`src/rtl/counter_ctrl.sv`:
```
// Programmable interval timer: prescaled WIDTH-bit up-counter with period compare,
// one-shot / auto-reload modes, and a start/pause/stop/load command interface.
module counter_ctrl #(
    parameter int unsigned       WIDTH      = 8,
    parameter int unsigned       PRESCALE   = 1,
    parameter logic [WIDTH-1:0]  PERIOD_RST = '1
) (
    input  logic             clk,
    input  logic             res,
    input  logic             start,
    input  logic             pause,
    input  logic             stop,
    input  logic             load,
    input  logic             mode,
    input  logic [WIDTH-1:0] period_in,
    output logic [WIDTH-1:0] count,
    output logic             tick,
    output logic             done,
    output logic             busy,
    output logic [1:0]       state
);

    localparam int unsigned   PW        = (PRESCALE > 1) ? $clog2(PRESCALE) : 1;
    localparam logic [PW-1:0] PRESC_MAX = PW'(PRESCALE - 1);

    typedef enum logic [1:0] {
        IDLE  = 2'd0,
        RUN   = 2'd1,
        PAUSE = 2'd2,
        DONE  = 2'd3
    } state_e;

    state_e           state_q;
    logic [WIDTH-1:0] count_q;
    logic [WIDTH-1:0] count_d;
    logic [WIDTH-1:0] period_q;
    logic [PW-1:0]    presc_q;
    logic [PW-1:0]    presc_d;
    logic             mode_q;
    logic             tick_q;
    logic             done_q;
    logic             en;
    logic             terminal;
    logic             cmdStart;
    logic             cmdLoad;

    // Strict command priority: a higher-priority command masks the lower ones.
    assign cmdStart = start & ~pause;
    assign cmdLoad  = load & ~pause & ~start;

    assign en       = (presc_q == PRESC_MAX);
    assign presc_d  = en ? '0 : presc_q + PW'(1);
    assign terminal = (count_q == period_q);
    assign count_d  = terminal ? '0 : count_q + WIDTH'(1);

    always_ff @(posedge clk) begin
        if (!res) begin
            state_q  <= IDLE;
            count_q  <= '0;
            period_q <= PERIOD_RST;
            presc_q  <= '0;
            mode_q   <= 1'b0;
            tick_q   <= 1'b0;
            done_q   <= 1'b0;
        end else begin
            tick_q <= 1'b0;
            done_q <= 1'b0;
            if (stop) begin
                state_q <= IDLE;
                count_q <= '0;
                presc_q <= '0;
            end else begin
                case (state_q)
                    IDLE, DONE: begin
                        if (cmdStart) begin
                            state_q <= RUN;
                            count_q <= '0;
                            presc_q <= '0;
                            mode_q  <= mode;
                        end else if (cmdLoad) begin
                            period_q <= period_in;
                        end
                    end
                    RUN: begin
                        if (pause) begin
                            state_q <= PAUSE;
                        end else begin
                            presc_q <= presc_d;
                            if (en) begin
                                count_q <= count_d;
                                if (terminal) begin
                                    tick_q <= 1'b1;
                                    if (!mode_q) begin
                                        state_q <= DONE;
                                        done_q  <= 1'b1;
                                    end
                                end
                            end
                        end
                    end
                    PAUSE: begin
                        if (cmdStart) begin
                            state_q <= RUN;
                        end
                    end
                    default: begin
                        state_q <= IDLE;
                    end
                endcase
            end
        end
    end

    assign count = count_q;
    assign tick  = tick_q;
    assign done  = done_q;
    assign state = state_q;
    assign busy  = (state_q == RUN) || (state_q == PAUSE);

endmodule

```
`config.mk`:
```
export PLATFORM = sky130hd
export DESIGN_NAME = counter_ctrl
export DESIGN_NICKNAME = d
export VERILOG_FILES = /design/src/rtl/counter_ctrl.sv
export SDC_FILE = /design/constraint.sdc
export NUM_CORES = 1
export LEC_CHECK = 0
export BUFFER_PORTS_ARGS = -buffer_cell sky130_fd_sc_hd__buf_4
export CORE_MARGIN = 4
export CORE_UTILIZATION = 35
export DETAILED_ROUTE_END_ITERATION = 6
export PLACE_DENSITY = 0.55
export SYNTH_ARGS = -nofsm -noshare
export SYNTH_HDL_FRONTEND = slang
export SYNTH_SLANG_ARGS = --single-unit
export TNS_END_PERCENT = 30
```
`constraint.sdc`:
```
create_clock -name clk -period 2.3 [get_ports clk]
set_input_delay 0.46 -clock clk [delete_from_list [all_inputs] [get_ports clk]]
set_output_delay 0.46 -clock clk [all_outputs]
set_load 0.05 [all_outputs]
```
==> results of run 1 <==
==> logic make-up (layout without fill, tap and decap cells) <==
logic type	after synthesis	count (layout)	share of synthesized area (%)
DFF	21	21	37.6
xor gates and xnor gates	9	9	7.06
AOI/OAI and AO/OA	22	22	14.6
muxes	9	9	8.06
adders and majority gates	2	2	2.24
and+or+nand+nor	47	47	25.6
buffers and inverters	9	38	4.81
==> cell usage after synthesis <==
master and count:
a2111oi_0 3, a211oi_1 1, a21boi_0 1, a21oi_1 3
a221oi_1 1, a22oi_1 1, a32oi_1 1, and2_1 1
and3_1 2, buf_2 1, buf_4 1, buf_6 2
clkbuf_1 1, dfxtp_1 21, ha_1 2, inv_1 4
mux2i_1 9, nand2_1 13, nand2_2 2, nand2b_1 5
nand3_1 5, nor2_1 7, nor2_2 1, nor2b_1 2
nor3_1 1, nor3_2 3, nor4_2 1, nor4_4 2
nor4b_1 1, o211ai_1 1, o21ai_0 4, o21ai_1 1
o311ai_2 1, o31a_1 2, o31ai_1 2, or2_1 1
xnor2_1 1, xor2_1 8
==> final cells by class <==
type | count | share of cell area, %
clock buffer | 3 | 1.62
clock inverter | 1 | 0.359
inverter | 4 | 1.08
multi-input combinational | 89 | 46.6
sequential | 21 | 30.2
tap | 44 | 3.95
timing repair buffer | 30 | 16.2
==> where the power goes <==
group	total, W	internal [W]	switching (W)	leakage [nW]
logic	0.0000749	0.0000344	0.0000405	0.360
registers	0.000372	0.000368	0.00000403	0.170
clock network	0.000182	0.0000650	0.000117	0.0177
total	0.000630	0.000468	0.000162	0.547
==> worst max-delay path, cell delays in order, from the launching register on <==
cell	delay (ns)
dfxtp_1	0.37
inv_1	0.06
ha_1	0.33
mux2i_1	0.13
or2_1	0.31
nor3_2	0.15
nand2_2	0.11
o311ai_2	0.29
==> sequential cells by signal (all words and copies together) (netlist names) <==
register  cells
mode_q        1
tick          1
done          1
state         2
count         8
period_q      8
==> cells in the final DEF, fill, tap and decap left out, drive strengths merged, types with 2 or more instances in the layout <==
cell	Yosys	final
clkbuf	1	3
o31ai	2	2
nand3	5	5
inv	4	4
dfxtp	21	21
ha	2	2
nor2	8	8
nand2b	5	5
mux2i	9	9
nor3	4	4
nand2	15	15
nor4	3	3
o21ai	5	5
xor2	8	8
o31a	2	2
and3	2	2
buf	4	30
a21oi	3	3
nor2b	2	2
a2111oi	3	3
==> worst min path at each step <==
stage	startpoint	end	slack (ns)
floorplan	mode_q	done	0.45
global placement	period_q[6]	period_q[6]	0.48
detailed placement	period_q[6]	period_q[6]	0.48
CTS	period_in[5]	period_q[5]	0.35
global route	period_in[2]	period_q[2]	0.35
finish	period_in[5]	period_q[5]	0.35
==> per-layer routing <==
| layer | GRT usage, % | vias to the layer above | wire length (um) |
|---|---|---|---|
| met5 | 0 | - | 0 |
| met4 | 5.28 | 0 | 38 |
| met3 | 2.60 | 5 | 158 |
| met2 | 18.4 | 34 | 1030 |
| met1 | 18.9 | 454 | 1270 |
| li1 | - | 481 | - |
==> through the flow <==
stage | util [%] | cell area [sq um] | power (W) | hold slack [ns] | setup slack [ns]
floorplan | - | 1120 | 0.000427 | 0.450 | 0.236
global placement | 44.7 | 1370 | 0.000455 | 0.475 | 0.575
detailed placement | 44.7 | 1370 | 0.000456 | 0.480 | 0.505
CTS | 45.6 | 1390 | 0.000634 | 0.350 | 0.462
global route | 45.6 | 1390 | 0.000659 | 0.349 | 0.233
finish | 45.6 | 1390 | 0.000630 | 0.350 | 0.465
==> summary.md, run 1 <==
| Metric | Value |
|---|---|
| Largest fanout on the critical path | 7 |
| Worst hold path cell count | 3 |
| Multi-input logic area | 649 sq um |
| Pin count of the biggest net entering global routing | 13 |
| Vias | 974 |
| Setup slack, reg-to-reg | 0.47 ns |
| Max-slew headroom | 65.3% |
| Final setup fails | 0 |
| Largest cells by area after synthesis | dfxtp_1 (38%), mux2i_1 (8.1%), xor2_1 (6.3%) |
| Via-per-instance ratio | 5.07 |
| Row count | 20 |
| Root buf cell | clkbuf_4 |
| Sequential fraction of the synthesis area | 37.6% |
| Filler cells | 314 |
| Mapped Cells | 119 |
| Routed Antenna Nets | 0 |
| Placed cells | 188 |
| H-tree levels | 1 |
| First-pass GRT wire length | 4280 um |
| Total Wirelength | 2490 um |
| VDD IR max | 0.000236 V |
| CP startpoint | state[1] |
| Core Area | 3050 sq um |
| Fin cells | 192 |
| Share of post-route cells with drive strength above 1 | 30.4% |
| Final net count | 166 |
| Die width | 64.5 um |
| WS Path Type | flop to flop |
| Synth-to-layout area growth | 24.6% |
| Area leader, netlist | dfxtp_1 |
| Reg2reg end | count[5] |
| Ant. Diodes | 0 |
| Yosys reg bits | 21 |
| Die Y | 64.5 um |
| Crit start category | flop |
| Initial antenna violation count | 0 |
| GRT overflow | 0 |
| IO Count | 28 |
| Post-CTS Setup Repair Bufs | 0 |
| Vias in the first global route | 916 |
| Max Cap Viol | 0 |
| Arrival @ worst endpoint | 2.06 ns |
| Final period util | 79.8% |
| Reg2reg start | state[1] |
| CTS buffer count | 3 |
| Number of iterations in the first detailed-routing pass | 4 |
| Hold buffer count at cts | 0 |
| Die Area | 4160 sq um |
| Crit path capture | count[5] |
| RSZ-0062 raised after global routing | false |
| CTS clk-pin slew, worst paths | 0.12 ns |
| CP endpoint kind | flop |
| Fmax | 545 MHz |
| Pin slew with the least headroom to its limit | 0.508 ns |
| Gr usage total | 13.0% |
| Syn_nets | 136 |
| DRC | 0 |
| Share of the synthesized area in the top cell type | 37.6% |
| Initial Util | 36.6% |
| Synth warn | 0 |
| Initial DRC count | 38 |
| GP Congestion | 0.856 |
| Post-DP HPWL | 1890 um |
| CTS resizes | 0 |
| Skew-Pair Late Insertion Delay | 0.31 ns |
| Reg2reg path depth | 7 |
| Leakage power | 0.547 nW |
| Skew final | 0.00666 ns |
| Register area | 420 sq um |
| Max-slew violations | 0 |
| Hold Path Class | primary input to flop |
| Clk sinks | 21 |
| PortBufs | 27 |
| TNS Setup | 0 ns |
| Avg Cell Area, Syn | 9.39 sq um |
| P per Cell Area | 452 nW/um^2 |
| Final hold violation count | 0 |
| TritonCTS clock tree | yes |
| Max clock buf depth | 2 |
| Status | finished, final reports clean |
| Worst EP required | 2.52 ns |
| Post-Syn Area | 1120 sq um |
| Synth cell types | 38 |
| Min Tclk post-route | 1.83 ns |
| DR WL/cell | 13.0 um |
Power figures use the tool's default switching activity.
==> run 2: changes to the inputs <==
==> constraint.sdc (replaced) <==
create_clock -name clk -period 1.76 [get_ports clk]
set_input_delay 0.352 -clock clk [delete_from_list [all_inputs] [get_ports clk]]
set_output_delay 0.352 -clock clk [all_outputs]
set_load 0.05 [all_outputs]
==> run 2 against run 1 <==
Effect of this change: maximum frequency grew 11%; flip-flop and latch count unchanged; highest routed layer unchanged; first-iteration DRC count shrank 47%; register-to-register slack worse by 0.36 ns.
==> summary.md, run 2 (synthesized netlist as in run 1, its figures left out) <==
| Metric | Value |
|---|---|
| Routed Antenna Nets | 0 (unchanged) |
| Final net count | 170 (was 166) |
| Row count | 20 (unchanged) |
| Skew final | 0.00471 ns (was 0.00666 ns) |
| CTS buffer count | 3 (unchanged) |
| Die Y | 64.5 um (unchanged) |
| Post-DP HPWL | 1950 um (was 1890 um) |
| Synth-to-layout area growth | 29.8% (was 24.6%) |
| Worst EP required | 1.97 ns (was 2.52 ns) |
| Multi-input logic area | 669 sq um (was 649 sq um) |
| Sequential share of power | 58.2% (was 59.1%) |
| Most frequent cells in the layout | buf_4 (34), dfxtp_1 (18), nand2_1 (13), mux2i_1 (9), xor2_1 (8) (was buf_4 (30), dfxtp_1 (21), nand2_1 (13), mux2i_1 (9), xor2_1 (8)) |
| Clk sinks | 21 (unchanged) |
| Ant. Diodes | 0 (unchanged) |
| Total Wirelength | 2440 um (was 2490 um) |
| Status | finished, final reports clean (unchanged) |
| Fmax | 606 MHz (was 545 MHz) |
| Place WS | 0.0491 ns (was 0.505 ns) |
| Number of iterations in the first detailed-routing pass | 4 (unchanged) |
| Clk pwr share | 29.5% (was 29.0%) |
| Final setup fails | 0 (unchanged) |
| DRC | 0 (unchanged) |
| Min Tclk post-route | 1.65 ns (was 1.83 ns) |
| Internal | 0.000618 W (was 0.000468 W) |
| Share of post-route cells with drive strength above 1 | 36.2% (was 30.4%) |
| Cell area after placement | 1410 sq um (was 1370 sq um) |
| Placed cells | 192 (was 188) |
| NetSw | 0.000218 W (was 0.000162 W) |
| Root buf cell | clkbuf_4 (unchanged) |
| CTS clk-pin slew, worst paths | 0.13 ns (was 0.12 ns) |
| Reg2reg path depth | 7 (unchanged) |
| Max Cap Viol | 0 (unchanged) |
| Final period util | 93.7% (was 79.8%) |
| GP Congestion | 0.900 (was 0.856) |
| Pin count of the biggest net entering global routing | 14 (was 13) |
| TNS Setup | 0 ns (unchanged) |
| H-tree levels | 1 (unchanged) |
| First-pass GRT wire length | 4210 um (was 4280 um) |
| VDD IR max | 0.000401 V (was 0.000236 V) |
| Commonest non-fill, non-tap cell in the layout | buf_4 (unchanged) |
| Post-CTS Setup Repair Bufs | 0 (unchanged) |
| Vias | 954 (was 974) |
| Initial DRC count | 20 (was 38) |
| Max-slew headroom | 75.8% (was 65.3%) |
| Initial antenna violation count | 0 (unchanged) |
| DR WL/cell | 12.4 um (was 13.0 um) |
| Net Sw Frac | 26.1% (was 25.7%) |
| Highest Signal Layer | met4 (unchanged) |
| Initial Util | 36.6% (unchanged) |
| Worst hold path cell count | 3 (unchanged) |
| RSZ-0062 raised after global routing | false (unchanged) |
| Crit start category | flop (unchanged) |
| IO Count | 28 (unchanged) |
| Die Area | 4160 sq um (unchanged) |
| GRT overflow | 0 (unchanged) |
| Leakage power | 0.575 nW (was 0.547 nW) |
| Via-per-instance ratio | 4.87 (was 5.07) |
| Design area | 1450 sq um (was 1390 sq um) |
| Register area | 427 sq um (was 420 sq um) |
| Max-slew violations | 0 (unchanged) |
| Pin slew with the least headroom to its limit | 0.362 ns (was 0.508 ns) |
| Arrival @ worst endpoint | 1.86 ns (was 2.06 ns) |
| TritonCTS clock tree | yes (unchanged) |
| Met2 routed WL | 1050 um (was 1030 um) |
| Fin cells | 196 (was 192) |
| Hold Path Class | primary input to flop (unchanged) |
| Gr usage total | 12.9% (was 13.0%) |
| CP endpoint kind | flop (unchanged) |
| WS Path Type | flop to flop (unchanged) |
| Comb pwr share | 12.3% (was 11.9%) |
| Met3 WL post-DR | 113 um (was 158 um) |
| PortBufs | 27 (unchanged) |
| Filler cells | 309 (was 314) |
| DRT met1 WL | 1250 um (was 1270 um) |
| Final hold violation count | 0 (unchanged) |
| Hold slack | 0.242 ns (was 0.350 ns) |
| Max clock buf depth | 2 (unchanged) |
| Largest fanout on the critical path | 7 (unchanged) |
| Fin worst setup slack | 0.110 ns (was 0.465 ns) |
| P per Cell Area | 576 nW/um^2 (was 452 nW/um^2) |
| Skew-Pair Late Insertion Delay | 0.31 ns (about the same) |
| Vias in the first global route | 884 (was 916) |
| Die width | 64.5 um (unchanged) |
| Core Area | 3050 sq um (unchanged) |
| CTS resizes | 0 (unchanged) |
| Hold buffer count at cts | 0 (unchanged) |
==> run 2: cell types whose count changed in the layout (fill, tap and decap cells not counted), sizes merged <==
| cell | before | now |
|---|---|---|
| clkinv | 1 | 0 |
| inv | 4 | 5 |
| buf | 30 | 34 |
==> run 2: worst paths after layout <==
kind	startpoint	endpoint	slack (ns)
worst max-delay path	state[1]	count[4]	0.11
worst max register to register	state[1]	count[4]	0.11
worst min-delay path	period_in[4]	period_q[4]	0.24
worst min register to register	state[1]	state[1]	0.51
==> run 2: cell type report <==
type | instances | area share, %
flip-flops and latches | 21 | 29.4
clock inverters | 1 | 0.431
well taps | 44 | 3.80
clock buffers | 3 | 1.55
repair buffers | 34 | 17.6
multi-input cells | 89 | 46.2
inverters | 4 | 1.04
==> run 2: worst max-delay path, stage by stage (launching register included) <==
cell and delay, ns:
dfxtp_4 0.36, inv_1 0.09, ha_4 0.22, mux2i_1 0.11
or2_4 0.27, nor2b_2 0.18, o21ai_0 0.21, o31ai_1 0.10
==> run 2: per-stage QoR <==
step / total power, W / utilization [%]
after floorplan: 0.000559 / -
after global placement: 0.000596 / 46.3
after detailed placement: 0.000598 / 46.3
after CTS: 0.000845 / 47.3
after global routing: 0.000883 / 47.5
final: 0.000836 / 47.5
==> run 2: power by group through the flow <==
stage	logic (W)	clock network, W	registers, W
final	0.000102	0.000247	0.000486
after global routing	0.000112	0.000282	0.000488
after CTS	0.000101	0.000257	0.000487
after detailed placement	0.000101	0	0.000497
after global placement	0.0000992	0	0.000497
after floorplan	0.0000583	0	0.000501
==> run 2: routing by layer <==
| metal | vias to the layer above | GRT usage, % |
|---|---|---|
| li1 | 492 | - |
| met1 | 439 | 18.2 |
| met2 | 19 | 18.7 |
| met3 | 4 | 3.99 |
| met4 | 0 | 3.96 |
| met5 | - | 0 |
